<file path="config.mk">
export PLATFORM = sky130hd
export DESIGN_NAME = mru_access_player
export DESIGN_NICKNAME = d
export VERILOG_FILES = /design/src/rtl/mru_access_player.sv
export SDC_FILE = /design/constraint.sdc
export NUM_CORES = 1
export LEC_CHECK = 0
export CAP_MARGIN = 40
export CORE_ASPECT_RATIO = 0.9
export CORE_MARGIN = 2
export CORE_UTILIZATION = 47
export CTS_CLUSTER_DIAMETER = 80
export DETAILED_ROUTE_END_ITERATION = 12
export GPL_ROUTABILITY_DRIVEN = 0
export GPL_TIMING_DRIVEN = 0
export PLACE_DENSITY_LB_ADDON = 0.3
export SLEW_MARGIN = 15
export SYNTH_ARGS = -nofsm -noshare
export SYNTH_HDL_FRONTEND = slang
export SYNTH_SLANG_ARGS = --single-unit
</file>
<file path="constraint.sdc">
create_clock -name clk -period 1.6 [get_ports clk]
set_input_delay 0.48 -clock clk [delete_from_list [all_inputs] [get_ports clk]]
set_output_delay 0.48 -clock clk [all_outputs]
set_load 0.02 [all_outputs]
</file>
<file path="src/rtl/mru_access_player.sv">
// Tick-paced access player: issues one key per permitted tick to the MRU tracker over valid/ready.
// Define ACCESS_LFSR_EN to generate keys from a maximal-length LFSR instead of an up-counter.
module mru_access_player #(
    parameter int KEY_W     = 4,
    parameter int SEQ_LEN   = 16,
    parameter int LFSR_SEED = 1
) (
    input  logic             clk,
    input  logic             rst,
    input  logic             tick,
    input  logic             start,
    input  logic             pause,
    input  logic             step,
    output logic             acc_valid,
    output logic [KEY_W-1:0] acc_key,
    input  logic             acc_ready,
    output logic             busy,
    output logic             done,
    output logic [15:0]      acc_count,
    output logic [7:0]       overrun_count
);

    // state     | meaning
    // S_IDLE    | no run; counters hold last run's results
    // S_WAIT    | run active, waiting for a tick (or a step while paused)
    // S_PRESENT | key presented, waiting for acc_ready
    // S_FINISH  | run complete, done pulse
    localparam logic [1:0] S_IDLE    = 2'd0;
    localparam logic [1:0] S_WAIT    = 2'd1;
    localparam logic [1:0] S_PRESENT = 2'd2;
    localparam logic [1:0] S_FINISH  = 2'd3;

`ifdef ACCESS_LFSR_EN
    localparam logic [KEY_W-1:0] KEY_RELOAD = KEY_W'(LFSR_SEED);
`else
    localparam logic [KEY_W-1:0] KEY_RELOAD = '0;
`endif

    function automatic logic [KEY_W-1:0] key_next(input logic [KEY_W-1:0] k);
`ifdef ACCESS_LFSR_EN
        logic [7:0] kp;
        logic       fb;
        kp = 8'(k);
        case (KEY_W)
            3:       fb = kp[2] ^ kp[1];
            4:       fb = kp[3] ^ kp[2];
            5:       fb = kp[4] ^ kp[2];
            6:       fb = kp[5] ^ kp[4];
            7:       fb = kp[6] ^ kp[5];
            default: fb = kp[7] ^ kp[5] ^ kp[4] ^ kp[3];
        endcase
        return {k[KEY_W-2:0], fb};
`else
        return k + KEY_W'(1);
`endif
    endfunction

    logic [1:0]       state_q, state_d;
    logic [KEY_W-1:0] key_gen_q, key_gen_d;
    logic             acc_valid_q, acc_valid_d;
    logic [KEY_W-1:0] acc_key_q, acc_key_d;
    logic             busy_q, busy_d;
    logic             done_q, done_d;
    logic [15:0]      acc_count_q, acc_count_d;
    logic [7:0]       overrun_q, overrun_d;

    logic        trigger;
    logic        handshake;
    logic [16:0] count_inc;

    assign trigger   = (tick & ~pause) | (step & pause);
    assign handshake = acc_valid_q & acc_ready;
    assign count_inc = {1'b0, acc_count_q} + 17'd1;

    always_comb begin
        state_d     = state_q;
        key_gen_d   = key_gen_q;
        acc_key_d   = acc_key_q;
        acc_count_d = acc_count_q;
        overrun_d   = overrun_q;
        case (state_q)
            S_IDLE: begin
                if (start) begin
                    state_d     = S_WAIT;
                    acc_count_d = '0;
                    overrun_d   = '0;
                    key_gen_d   = KEY_RELOAD;
                end
            end
            S_WAIT: begin
                if (trigger) begin
                    state_d   = S_PRESENT;
                    acc_key_d = key_gen_q;
                end
            end
            S_PRESENT: begin
                // A tick landing on the handshake cycle is still a dropped tick.
                if (tick && !pause && overrun_q != 8'hFF)
                    overrun_d = overrun_q + 8'd1;
                if (handshake) begin
                    acc_count_d = count_inc[15:0];
                    key_gen_d   = key_next(key_gen_q);
                    state_d     = (count_inc == 17'(SEQ_LEN)) ? S_FINISH : S_WAIT;
                end
            end
            default: state_d = S_IDLE;
        endcase
        acc_valid_d = (state_d == S_PRESENT);
        busy_d      = (state_d != S_IDLE);
        done_d      = (state_d == S_FINISH);
    end

    always_ff @(posedge clk) begin
        if (rst) begin
            state_q     <= S_IDLE;
            key_gen_q   <= KEY_RELOAD;
            acc_valid_q <= 1'b0;
            acc_key_q   <= '0;
            busy_q      <= 1'b0;
            done_q      <= 1'b0;
            acc_count_q <= '0;
            overrun_q   <= '0;
        end else begin
            state_q     <= state_d;
            key_gen_q   <= key_gen_d;
            acc_valid_q <= acc_valid_d;
            acc_key_q   <= acc_key_d;
            busy_q      <= busy_d;
            done_q      <= done_d;
            acc_count_q <= acc_count_d;
            overrun_q   <= overrun_d;
        end
    end

    assign acc_valid     = acc_valid_q;
    assign acc_key       = acc_key_q;
    assign busy          = busy_q;
    assign done          = done_q;
    assign acc_count     = acc_count_q;
    assign overrun_count = overrun_q;

endmodule

</file>
-- Yosys cells after proc, flatten, opt, wreduce, memory -nomap -nowiden
Cells that the tools add are included.
- eq/ne operators: 9
- reduce and logical (&&, ||, !) cells: 9
- bitwise logic cells: 5
- $add $sub $neg: 3
- mux-type cells: 14
- operators with widths (operator ; count):
    16-bit 2-to-1 mux ; 2
    16-bit one-hot mux with 2 select lines ; 1
    16-bit by 1-bit adder with 17-bit output, second input constant ; 1
    17-bit by 5-bit == test with 1-bit output, second input constant ; 1
    8-bit 2-to-1 mux ; 2
    8-bit one-hot mux with 2 select lines ; 1
    8-bit by 1-bit adder with 8-bit output, second input constant ; 1
    2-bit 2-to-1 mux ; 4
    4-bit 2-to-1 mux ; 2
    8-bit != test, second input constant ; 1
    4-bit one-hot mux with 2 select lines ; 1
    2-bit == test, second input constant ; 3
    2-bit != test, second input constant ; 3
    2-bit one-hot mux with 3 select lines ; 1
    3-bit AND reduction ; 2
    4-bit by 1-bit adder with 4-bit output, second input constant ; 1
    2-bit nonzero test ; 2
    1-bit AND ; 3
    2-bit by 1-bit == test with 1-bit output, second input constant ; 1
    1-bit logical AND ; 2
    2-bit logical NOT ; 1
    2-bit AND reduction ; 1
    1-bit logical NOT ; 1
    1-bit NOT ; 1
    1-bit bitwise OR ; 1
- bits in registers: 37
- output and inout port bits: 31
- word-level logic and storage cells: 48
- input port bits: 7

-- Logic depth before layout (Yosys ltp)
- word-level depth: 6
- depth in mapped cells: 7
- mapped depth without buffers: 6

-- Worst setup path before layout
Ideal clock, no wire load.
- path kind: reg2reg
- start point: register acc_count_q[0], in the netlist acc_count[0]
- end point: register done_q, in the netlist done
- data arrival time: 1832 ps
- period minus slack after synthesis: 1920 ps
- path slack: -320 ps
- path buffers: 0
- cell stages (with the launch flop): 7
- setup time: 88 ps
- required time: 1512 ps
- cell sequence: dfxtp_1 ha_1 nand3_2 nor4_1 xnor2_1 nand4_1 nor4_2
- word-level cells in the longest chain between the ends: 6
- RTL lines (element ; line ; source):
    start: declaration ; 64 ; logic [15:0] acc_count_q, acc_count_d;
    start signal: assignment ; 130 ; acc_count_q <= acc_count_d;
    16-bit by 1-bit adder with 17-bit output ; 73 ; assign count_inc = {1'b0, acc_count_q} + 17'd1;
    17-bit by 5-bit == test with 1-bit output ; 103 ; state_d = (count_inc == 17'(SEQ_LEN)) ? S_FINISH : S_WAIT;
    2-bit 2-to-1 mux ; 103 ;
    2-bit 2-to-1 mux ; 100 ; if (handshake) begin
    2-bit one-hot mux with 3 select lines ; 81 ; case (state_q)
    2-bit == test ; 110 ; done_d = (state_d == S_FINISH);
    end signal: assignment ; 129 ; done_q <= done_d;
    end: declaration ; 63 ; logic done_q, done_d;
No other way between the ends.
A chain may end at the register's enable or synchronous reset.

-- Worst setup path after layout
- start point: register acc_count_q[1], in the netlist acc_count[1]
- end point: register done_q, in the netlist done
Same word-level chain as after synthesis.

==> results.yml <==
worst_setup_path:
  cpLargestDelayFamily: "simple AND/OR/NAND/NOR gates"
  cp-startpoint: "acc_count[1]"
  crit_path_end_kind: "register"
  critPathLaunchType: "register"
  criticalPathCategory: "register to register"
  worstPathCellList: "ha_4 > and3_2 > and3_4 > xnor2_2 > nand3_1 > nor4_2"
  cpPeakStageDelay_ns: 0.37
  path_max_fanout: 6
  worst_path_max_delay_cell: "dfxtp_4"
  worstPathArrival_ns: 1.86
  crit_required_ns: 1.80
  critical_path_buf_inv_count: 0
  r2r_start: "acc_count[1]"
floorplan:
  rows: 22
  start_util_pct: 49.1
  core-area_mm2: 0.00410
  die-area_mm2: 0.00483
  die_h_um: 66.1
  pin_count: 38
  die_x_um: 73.0
finish:
  area_delta_synth_final_pct: 43.1
  final_common_cell: "nor2_1"
  n_antenna_cell: 0
  postLayoutCoreUtil_pct: 70.3
  mostFrequentLayoutCells: "35 x nor2_1, 30 x dlygate4sd2_1, 19 x buf_4, 16 x dfxtp_1, 14 x dfxtp_2"
  nNetsFinal: 299
  drive_above_1_share_pct: 33.1
logic_synthesis:
  synthFlopType: "dfxtp_1"
  syn_avg_cell_area_um2: 8.80
  synth_cells: 229
  synth_area_mm2: 0.00201
  synth_warnings: 0
  synth_seq_area_share_pct: 36.8
  syn-num-nets: 239
  async_flop_share_pct: 0
  synth-seq-cells: 37
  yosysUniqueCellTypes: 54
  synth_edf_count: 0
timing:
  setup_slack_ns: -0.0609
  max-slew-margin-rel_pct: 68.0
  hold_viol_final: 0
  tightest_slew_ns: 0.480
  finalCritPeriodShare_pct: 104
  setup_viol: 3
  fmax_mhz: 602
  finalMaxSlewViolations: 0
  fin_skew_ns: 0.00377
  tns_ns: -0.112
  rsz0062_at_grt: "yes"
  period_minus_slack_ns: 1.66
global_routing:
  grt_usage_pct: 23.2
  grt_overflow: 0
  antenna_found_initial: 0
  grt_pass1_wl_mm: 8.60
  grt_pass1_vias: 1779
  grt_max_degree: 13
drt:
  drc: 0
  ant_nets: 0
  num_vias: 1973
  finalWirelength_mm: 5.43
  drt-pass1-iter-count: 4
  viasPerCell: 5.84
  wire_per_inst_um: 16.1
  drt_iter0_markers: 156
pwr:
  finalPower_uw: 1750
  power_density_mw_per_mm2: 607
  p_leak_uw: 0.00117
  ir_worst_vdd_mv: 0.507
worst_hold_path:
  worstHoldStart: "acc_key[0]"
  hold_class: "register to register"
clock_tree:
  clockRootBuffer: "clkbuf_8"
  cts.sinks: 37
  cts_tree: "yes"
  insertion_delay_ns: 0.29
  numCtsBuffers: 5
  cts_max_level: 2
  cts_max_path_buffers: 2
  clkTransAtPathRegs_ns: 0.08
placed_design:
  port_buffers: 36
  dp_hpwl_mm: 3.40
outcome:
  outcome: "complete, but fails checks"
  violations: "setup timing"
job:
  drv_cap: 0
power by group:
group | switching (uW) | total, uW | internal, uW
sequential | 11.7 | 931 | 919
combinational | 104 | 173 | 68.8
clock | 345 | 647 | 302
cells by family after synthesis:
family,Yosys count,share of synthesized area [%]
xor+xnor,14,6.09
compound gates,53,18.7
simple gates,100,29.1
fa+ha+maj,3,1.86
buf+inv,16,4.47
flops,37,36.8
mux,6,2.98
layer usage:
metal	GRT usage [%]	vias up	part of all wire, %
met2	33.8	67	47
li1	-	961	-
met1	31.9	932	44
met3	5.64	13	6.8
met4	11.1	0	2.2
met5	0	-	0
tightest hold or removal path: cells and delay by family (launching register included):
kind	cells	cell delay [ns]
and+or+nand+nor	1	0.07
DFF	1	0.33
muxes	1	0.06
what timing repair did:
action / CTS / global route
endpoints found under the setup margin: 66 / 29
gates resized for setup: 60 / 31
setup buffers: 12 / 8
pin swaps: 9 / 13
gates cloned: 1 / 0
hold buffers: 0 / 0
flip-flops by register name, indices dropped and copies added (netlist names):
signal / cells
acc_key: 4
acc_valid: 1
key_gen_q: 4
acc_count: 16
busy: 1
done: 1
state_q: 2
overrun_count: 8
area by class of cell:
type / count / area, um2
plain buffers: 9 / 68.8
clock buffers: 5 / 68.8
clock inverters: 3 / 16.3
fillers: 322 / 1220
inverters: 3 / 11.3
multi-input cells: 177 / 1400
flip-flops and latches: 37 / 785
well taps: 48 / 60.1
repair buffers: 56 / 473
Yosys cell counts (5+ instances only):
cell | instances | area [um2]
a21oi_1 | 12 | 60.1
a22oi_1 | 5 | 37.5
and3_1 | 5 | 31.3
clkbuf_1 | 6 | 22.5
dfxtp_1 | 37 | 741
mux2i_1 | 6 | 60.1
nand2_1 | 10 | 37.5
nand3_1 | 8 | 40.0
nand4_1 | 8 | 50.1
nor2_1 | 36 | 135
o21ai_0 | 12 | 60.1
xnor2_1 | 5 | 43.8
xor2_1 | 9 | 78.8
through the flow:
step / setup WS, ns / hold slack, ns / instances / area [um2]
4_1_cts: -0.0859 / 0.506 / 333 / 2740
2_1_floorplan: 0.000253 / 0.479 / 229 / 2100
5_1_grt: -0.138 / 0.533 / 338 / 2880
3_3_place_gp: -0.656 / 0.484 / 313 / 2520
3_5_place_dp: -0.649 / 0.487 / 313 / 2520
6_report: -0.0609 / 0.495 / 338 / 2880
path summary, 6_finish.rpt:
path	end	slack [ns]	cells past startpoint
hold reg to reg	acc_key[0]	0.49	2
setup reg to reg	done	-0.06	6
hold / removal	acc_key[0]	0.49	2
setup / recovery	done	-0.06	6
Note: power is estimated with default switching activity, not from simulation.
